$ cat config.mk
export PLATFORM = sky130hd
export DESIGN_NAME = width_16to8_flat
export DESIGN_NICKNAME = d
export VERILOG_FILES = /design/src/rtl/width_16to8_if.sv /design/src/rtl/width_16to8.sv /design/src/flat_wrapper.sv
export SDC_FILE = /design/constraint.sdc
export NUM_CORES = 1
export LEC_CHECK = 0
export CAP_MARGIN = 15
export CORE_ASPECT_RATIO = 0.9
export CORE_MARGIN = 2
export CORE_UTILIZATION = 55
export DETAILED_ROUTE_END_ITERATION = 7
export GPL_TIMING_DRIVEN = 0
export PLACE_DENSITY_LB_ADDON = 0.3
export SKIP_CTS_REPAIR_TIMING = 1
export SLEW_MARGIN = 30
export SYNTH_ARGS = -nofsm -noshare
export SYNTH_HDL_FRONTEND = slang
export SYNTH_SLANG_ARGS = --single-unit
$ cat constraint.sdc
create_clock -name clk -period 5.8 [get_ports clk]
set_clock_uncertainty 0.15 [all_clocks]
set_input_delay 0.87 -clock clk [delete_from_list [all_inputs] [get_ports clk]]
set_output_delay 0.87 -clock clk [all_outputs]
set_load 0.01 [all_outputs]
$ cat src/rtl/width_16to8_if.sv
// Handshake bundle for the 16-to-8 width down-converter: 16-bit word side in, byte side out.
// The slave modport is the converter's view; master is the producer/consumer harness view.
interface width_16to8_if;
   logic        valid_in;
   logic        ready_in;
   logic [15:0] data_in;
   logic        valid_out;
   logic        ready_out;
   logic [7:0]  data_out;
   logic        last_out;

   modport slave (
      input  valid_in,
      input  data_in,
      input  ready_out,
      output ready_in,
      output valid_out,
      output data_out,
      output last_out
   );

   modport master (
      output valid_in,
      output data_in,
      output ready_out,
      input  ready_in,
      input  valid_out,
      input  data_out,
      input  last_out
   );
endinterface

$ cat src/rtl/width_16to8.sv
// Splits each accepted 16-bit word into two bytes; a one-word pending buffer sustains one byte
// per cycle under continuous flow. All outputs come straight from registers.
module width_16to8 #(
   parameter bit MSB_FIRST = 1'b1
) (
   input  logic          clk,
   input  logic          rst_n,
   width_16to8_if.slave  bus
);

   logic [15:0] cur_word_q, cur_word_d;
   logic        cur_valid_q, cur_valid_d;
   logic        phase_q, phase_d;
   logic [15:0] pend_word_q, pend_word_d;
   logic        pend_valid_q, pend_valid_d;

   logic        xfer;
   logic        accept;
   logic        last_xfer;
   logic [7:0]  first_byte;
   logic [7:0]  second_byte;

   assign xfer      = cur_valid_q && bus.ready_out;
   assign accept    = bus.valid_in && !pend_valid_q;
   assign last_xfer = xfer && phase_q;

   assign first_byte  = MSB_FIRST ? cur_word_q[15:8] : cur_word_q[7:0];
   assign second_byte = MSB_FIRST ? cur_word_q[7:0]  : cur_word_q[15:8];

   assign bus.valid_out = cur_valid_q;
   assign bus.last_out  = cur_valid_q && phase_q;
   assign bus.data_out  = !cur_valid_q ? 8'h00 : (phase_q ? second_byte : first_byte);
   assign bus.ready_in  = !pend_valid_q;

   always_comb begin
      cur_word_d   = cur_word_q;
      cur_valid_d  = cur_valid_q;
      phase_d      = phase_q;
      pend_word_d  = pend_word_q;
      pend_valid_d = pend_valid_q;

      if (xfer && !phase_q) begin
         phase_d = 1'b1;
      end else if (last_xfer) begin
         phase_d = 1'b0;
         if (pend_valid_q) begin
            cur_word_d   = pend_word_q;
            pend_valid_d = 1'b0;
         end else if (accept) begin
            // Refill cur directly so the next word follows with no bubble.
            cur_word_d = bus.data_in;
         end else begin
            cur_valid_d = 1'b0;
         end
      end

      if (accept && !last_xfer) begin
         if (!cur_valid_q) begin
            cur_word_d  = bus.data_in;
            cur_valid_d = 1'b1;
            phase_d     = 1'b0;
         end else begin
            pend_word_d  = bus.data_in;
            pend_valid_d = 1'b1;
         end
      end
   end

   always_ff @(posedge clk or negedge rst_n) begin
      if (!rst_n) begin
         cur_word_q   <= 16'h0;
         cur_valid_q  <= 1'b0;
         phase_q      <= 1'b0;
         pend_word_q  <= 16'h0;
         pend_valid_q <= 1'b0;
      end else begin
         cur_word_q   <= cur_word_d;
         cur_valid_q  <= cur_valid_d;
         phase_q      <= phase_d;
         pend_word_q  <= pend_word_d;
         pend_valid_q <= pend_valid_d;
      end
   end

endmodule

$ cat src/flat_wrapper.sv
// flat-port wrapper written by rule: the top's interface ports become plain ports
module width_16to8_flat 
#(
   parameter bit MSB_FIRST = 1'b1
)
  (clk, rst_n, bus_valid_in, bus_data_in, bus_ready_out, bus_ready_in, bus_valid_out, bus_data_out, bus_last_out);
  width_16to8_if bus_i ();
  input  logic clk;
  input  logic rst_n;
  input wire logic [$bits(bus_i.valid_in)-1:0] bus_valid_in;
  input wire logic [$bits(bus_i.data_in)-1:0] bus_data_in;
  input wire logic [$bits(bus_i.ready_out)-1:0] bus_ready_out;
  output wire logic [$bits(bus_i.ready_in)-1:0] bus_ready_in;
  output wire logic [$bits(bus_i.valid_out)-1:0] bus_valid_out;
  output wire logic [$bits(bus_i.data_out)-1:0] bus_data_out;
  output wire logic [$bits(bus_i.last_out)-1:0] bus_last_out;
  assign bus_i.valid_in = bus_valid_in;
  assign bus_i.data_in = bus_data_in;
  assign bus_i.ready_out = bus_ready_out;
  assign bus_ready_in = bus_i.ready_in;
  assign bus_valid_out = bus_i.valid_out;
  assign bus_data_out = bus_i.data_out;
  assign bus_last_out = bus_i.last_out;
  width_16to8 #(.MSB_FIRST(MSB_FIRST)) u_core (.clk(clk), .rst_n(rst_n), .bus(bus_i));
endmodule
---- Word-level counts from Yosys, hierarchy flattened ----
Index checks and enable logic that the tools add are counted.
Widths: inputs -> output; s select.
storage, ports and cells
  RAM bits ................................ 0
  ROM bits ................................ 0
  output and inout bits ................... 11
  latch bits .............................. 0
  flip-flop bits (word level) ............. 35
  memories ................................ 0
  bits of input ports ..................... 20
operators by class
  bitwise logic cells ..................... 0
  multiply operators ...................... 0
  divide/modulo/power cells ............... 0
  $add $sub $neg .......................... 0
  $lt $le $gt $ge ......................... 0
  multiplexer cells ....................... 22
  equal/unequal tests ..................... 0
  reduce and logical (&&, ||, !) cells .... 10
  shift-type cells ........................ 0
operators with widths
  operator           number
  $mux 16            6
  $mux 8             2
  $mux 1             14
  $logic_and 1x1->1  6
  $logic_not 1->1    3
  $reduce_and 2->1   1

---- Depth between registers and ports, before layout ----
  word-level depth ........................ 8
  depth in mapped cells ................... 8
  mapped depth without buffers ............ 5

---- Worst setup path after synthesis ----
OpenSTA, ideal clock, no wires.
  path kind ............................... input to register
  start ................................... input port bus_ready_out
  end ..................................... register u_core.pend_word_q[10]
  data required time ...................... 5,523 ps
  stages .................................. 7
  path buffers ............................ 2
  slack ................................... 3,363 ps
  data arrival time ....................... 2,160 ps
  cell sequence ........................... and2_1 > ha_1 > nor2_1 > and3_1 > buf_2 > buf_6 > mux2_1
between the ends
  longest elaborated chain between the ends .. 5
ends and longest elaborated chain
  what                        RTL line            source
  from (decl)                 flat_wrapper.sv:12  input wire logic [$bits(bus_i.ready_out)-1:0] bus_ready_out;
  $logic_and 1x1->1           width_16to8.sv:23   assign xfer = cur_valid_q && bus.ready_out;
  $logic_and 1x1->1           width_16to8.sv:25   assign last_xfer = xfer && phase_q;
  $logic_not 1->1             width_16to8.sv:57   if (accept && !last_xfer) begin
  $logic_and 1x1->1           width_16to8.sv:57
  $reduce_and 2->1 (no line)  n/a
  to (signal assigned)        width_16to8.sv:80   pend_word_q <= pend_word_d;
  to (decl)                   width_16to8.sv:14   logic [15:0] pend_word_q, pend_word_d;
Every way passes these cells.
A chain may end at the register's enable or synchronous reset.

---- Worst setup path after layout ----
  start ................................... register u_core.phase_q
  end ..................................... output port bus_data_out[0]
between the ends
  longest elaborated chain between the ends .. 2
ends and longest elaborated chain
  what                    RTL line            source
  from (decl)             width_16to8.sv:13   logic phase_q, phase_d;
  from (signal assigned)  width_16to8.sv:79   phase_q <= phase_d;
  $mux 8 (2 in series)    width_16to8.sv:32   assign bus.data_out = !cur_valid_q ? 8'h00 : (phase_q ? second_byte : first_byte);
  to (decl)               flat_wrapper.sv:15  output wire logic [$bits(bus_i.data_out)-1:0] bus_data_out;
Every way passes these cells.

==> impl_metrics.env <==
export IMPL_clkPwrFrac=0.169
export IMPL_relSlewSlack=0.563
export IMPL_grt_pass1_vias=1232
export IMPL_dp_hpwl_um=2670
export IMPL_final_area_um2=2100
export IMPL_ys_top_cells_by_area="dfrtp_1 53%, mux2_1 11%, a221o_1 9.8%"
export IMPL_synth_ff_type="dfrtp_1"
export IMPL_cts_buffers_inserted=5
export IMPL_h_tree_depth=2
export IMPL_die_w_um=61.5
export IMPL_grt_pass1_wl_um=6040
export IMPL_clk_pin_slew_ps=120
export IMPL_layout_min_cycle_time_ps=3190
export IMPL_tightest_slew_ps=656
export IMPL_crit_path_end_kind="primary output"
export IMPL_p_leak_nw=0.998
export IMPL_wirelength_um=3700
export IMPL_clock_path_buffers=2
export IMPL_num_vias=1244
export IMPL_timing_setup_tns_ps=0
export IMPL_busiest_layer="met2"
export IMPL_final_max_slew_viol_count=0
export IMPL_met1_usage=0.339
export IMPL_fin_crit_sh=0.550
export IMPL_crit_required_ps=4780
export IMPL_use_met3=0.0767
export IMPL_gr_total_overflow=0
export IMPL_grtUsageMet2=0.356
export IMPL_synthesis_area_um2=1640
export IMPL_drt_antenna_violating_nets=0
export IMPL_pwr_share_comb=0.444
export IMPL_viasPerCell=5.98
export IMPL_syn_num_nets=152
export IMPL_synth_top_cells_by_count="35 x dfrtp_1, 17 x and3_1, 16 x a221o_1, 16 x mux2_1, 11 x nor2_1"
export IMPL_switchingPower_mw=0.379
export IMPL_layout_drive_gt1_share=0.113
export IMPL_powerDensity_nw_per_um2=529
export IMPL_synthCells=129
export IMPL_vdd_drop_max_v=0.000270
export IMPL_antenna_found_initial=0
export IMPL_synth_area_per_cell_um2=12.7
export IMPL_crit_slowest_cell="clkdlybuf4s50_1"
export IMPL_setup_viol=0
export IMPL_num_antenna_cells=0
export IMPL_post_dp_cell_area_um2=2010
export IMPL_cp_arrival_ps=2170
export IMPL_clock_latency_ps=360
export IMPL_routedWlPerCell_um=17.8
export IMPL_p_total_mw=1.11
export IMPL_max_stage_delay_ps=550
export IMPL_seqPwrFrac=0.386
export IMPL_switching_share=0.341
export IMPL_synthToLayoutAreaGrowth_pct=28.0
export IMPL_startpoint_type="register"
export IMPL_maxCapViolCount=0
export IMPL_synth_seq_cells=35
export IMPL_synth_top_cell_area_share=0.534
export IMPL_start_util=0.587
export IMPL_seq_area_frac_synth=0.534
export IMPL_io_pins=31
export IMPL_synthArstFlopShare=1.00
export IMPL_cp_cell_sequence="clkbuf_1 -> mux2i_1 -> nor2_1 -> clkdlybuf4s50_1"
export IMPL_crit_fanout=9
export IMPL_nets=190
export IMPL_port_buffers=30
export IMPL_drtIter0Drc=70
export IMPL_hp_class="in -> async"
export IMPL_grt_usage=0.246
export IMPL_synthDistinctLibCells=24
export IMPL_place_gp_congestion=0.869
export IMPL_synth_largest_area_cell="dfrtp_1"
export IMPL_rows=18
export IMPL_p_int_mw=0.732
export IMPL_die_area_um2=3430
export IMPL_die_h_um=55.8
export IMPL_hold_viol_final=0
export IMPL_core_um2=2790
export IMPL_worstSetupPathType="reg -> out"
export IMPL_synth_edf_count=0
export IMPL_drc=0
export IMPL_yosysWarnings=0
export IMPL_cts_tree="built"
export IMPL_cts_root_buf="clkbuf_4"
export IMPL_status="finished clean"
export IMPL_rsz0062_at_grt="false"
export IMPL_grt_max_degree=24
export IMPL_drtPass1Iterations=4
export IMPL_timing_fmax_mhz=314
export IMPL_clock_sinks=35
export IMPL_synth_most_common_cell="dfrtp_1"
## per-layer routing
| layer | up-vias | part of all wire | wire length [um] |
|---|---|---|---|
| met2 | 45 | 0.49 | 1820 |
| li1 | 560 | - | - |
| met1 | 630 | 0.42 | 1560 |
| met5 | - | 0 | 0 |
| met4 | 0 | 0.028 | 103 |
| met3 | 9 | 0.059 | 218 |
## flip-flops by register name (all words and copies together), names as in the netlist
name / flops
u_core.bus.valid_out: 1
u_core.pend_valid_q: 1
u_core.pend_word_q: 16
u_core.cur_word_q: 16
u_core.phase_q: 1
## power by group through the flow
stage | clock network [mW] | registers [mW] | logic (mW)
2_1_floorplan | 0 | 0.408 | 0.313
3_3_place_gp | 0 | 0.424 | 0.470
3_5_place_dp | 0 | 0.433 | 0.494
4_1_cts | 0.191 | 0.428 | 0.497
5_1_grt | 0.203 | 0.438 | 0.540
6_report | 0.188 | 0.429 | 0.494
## worst paths after layout
check,startpoint,end,slack [ps],depth (start not counted)
hold / removal,rst_n,u_core.cur_word_q[9]$_DFF_PN0_,260,1
setup / recovery,u_core.phase_q$_DFF_PN0_,bus_data_out[0],2610,4
setup reg to reg,u_core.phase_q$_DFF_PN0_,u_core.cur_word_q[12]$_DFF_PN0_,3130,8
max in group asynchronous,rst_n,u_core.pend_word_q[4]$_DFFE_PN0P_,4810,2
hold reg to reg,u_core.pend_word_q[6]$_DFFE_PN0P_,u_core.pend_word_q[6]$_DFFE_PN0P_,340,1
min in group clk,u_core.pend_word_q[6]$_DFFE_PN0P_,u_core.pend_word_q[6]$_DFFE_PN0P_,340,1
## cells in the final DEF (no fill, tap or decap), types with 3 or more instances in the layout
cell type	instances
clkbuf_1	3
buf_6	3
clkdlybuf4s50_1	29
nor2_1	11
and3_1	17
ha_1	3
a221o_1	16
clkbuf_4	5
mux2i_1	8
mux2_1	16
dfrtp_1	35
buf_2	4
## critical path: cells and delay by family, from the launching register on
| family | cells | cell delay [ps] |
|---|---|---|
| DFF | 1 | 420 |
| and+or+nand+nor | 1 | 130 |
| buffers and inverters | 2 | 1080 |
| muxes | 1 | 180 |
## metrics by stage
stage | cells | hold WS [ps] | utilization | worst slack (ps)
floorplan | 129 | 300 | - | 3360
global placement | 199 | 309 | 0.712 | 2820
detailed placement | 200 | 319 | 0.720 | 2710
CTS | 208 | 259 | 0.751 | 2600
global route | 208 | 241 | 0.751 | 2520
finish | 208 | 262 | 0.751 | 2610
## final cells by class
type                    instances  area [um^2]
plain buffers                   9         60.1
clock buffers                   6         51.3
clock inverters                 2         35.0
fillers                       206          694
inverters                       3         11.3
multi-input cells              82          692
flip-flops and latches         35          876
well taps                      40         50.0
repair buffers                 31          323
## kinds of logic after synthesis
family / count (synthesis) / synth area share
flip-flops: 35 / 0.534
adder cells (fa/ha/maj): 3 / 0.0229
multiplexers: 24 / 0.159
AND/OR/NAND/NOR: 33 / 0.107
buffers and inverters: 12 / 0.0435
AO/OA/AOI/OAI: 22 / 0.134
Power figures use the tool's default switching activity.
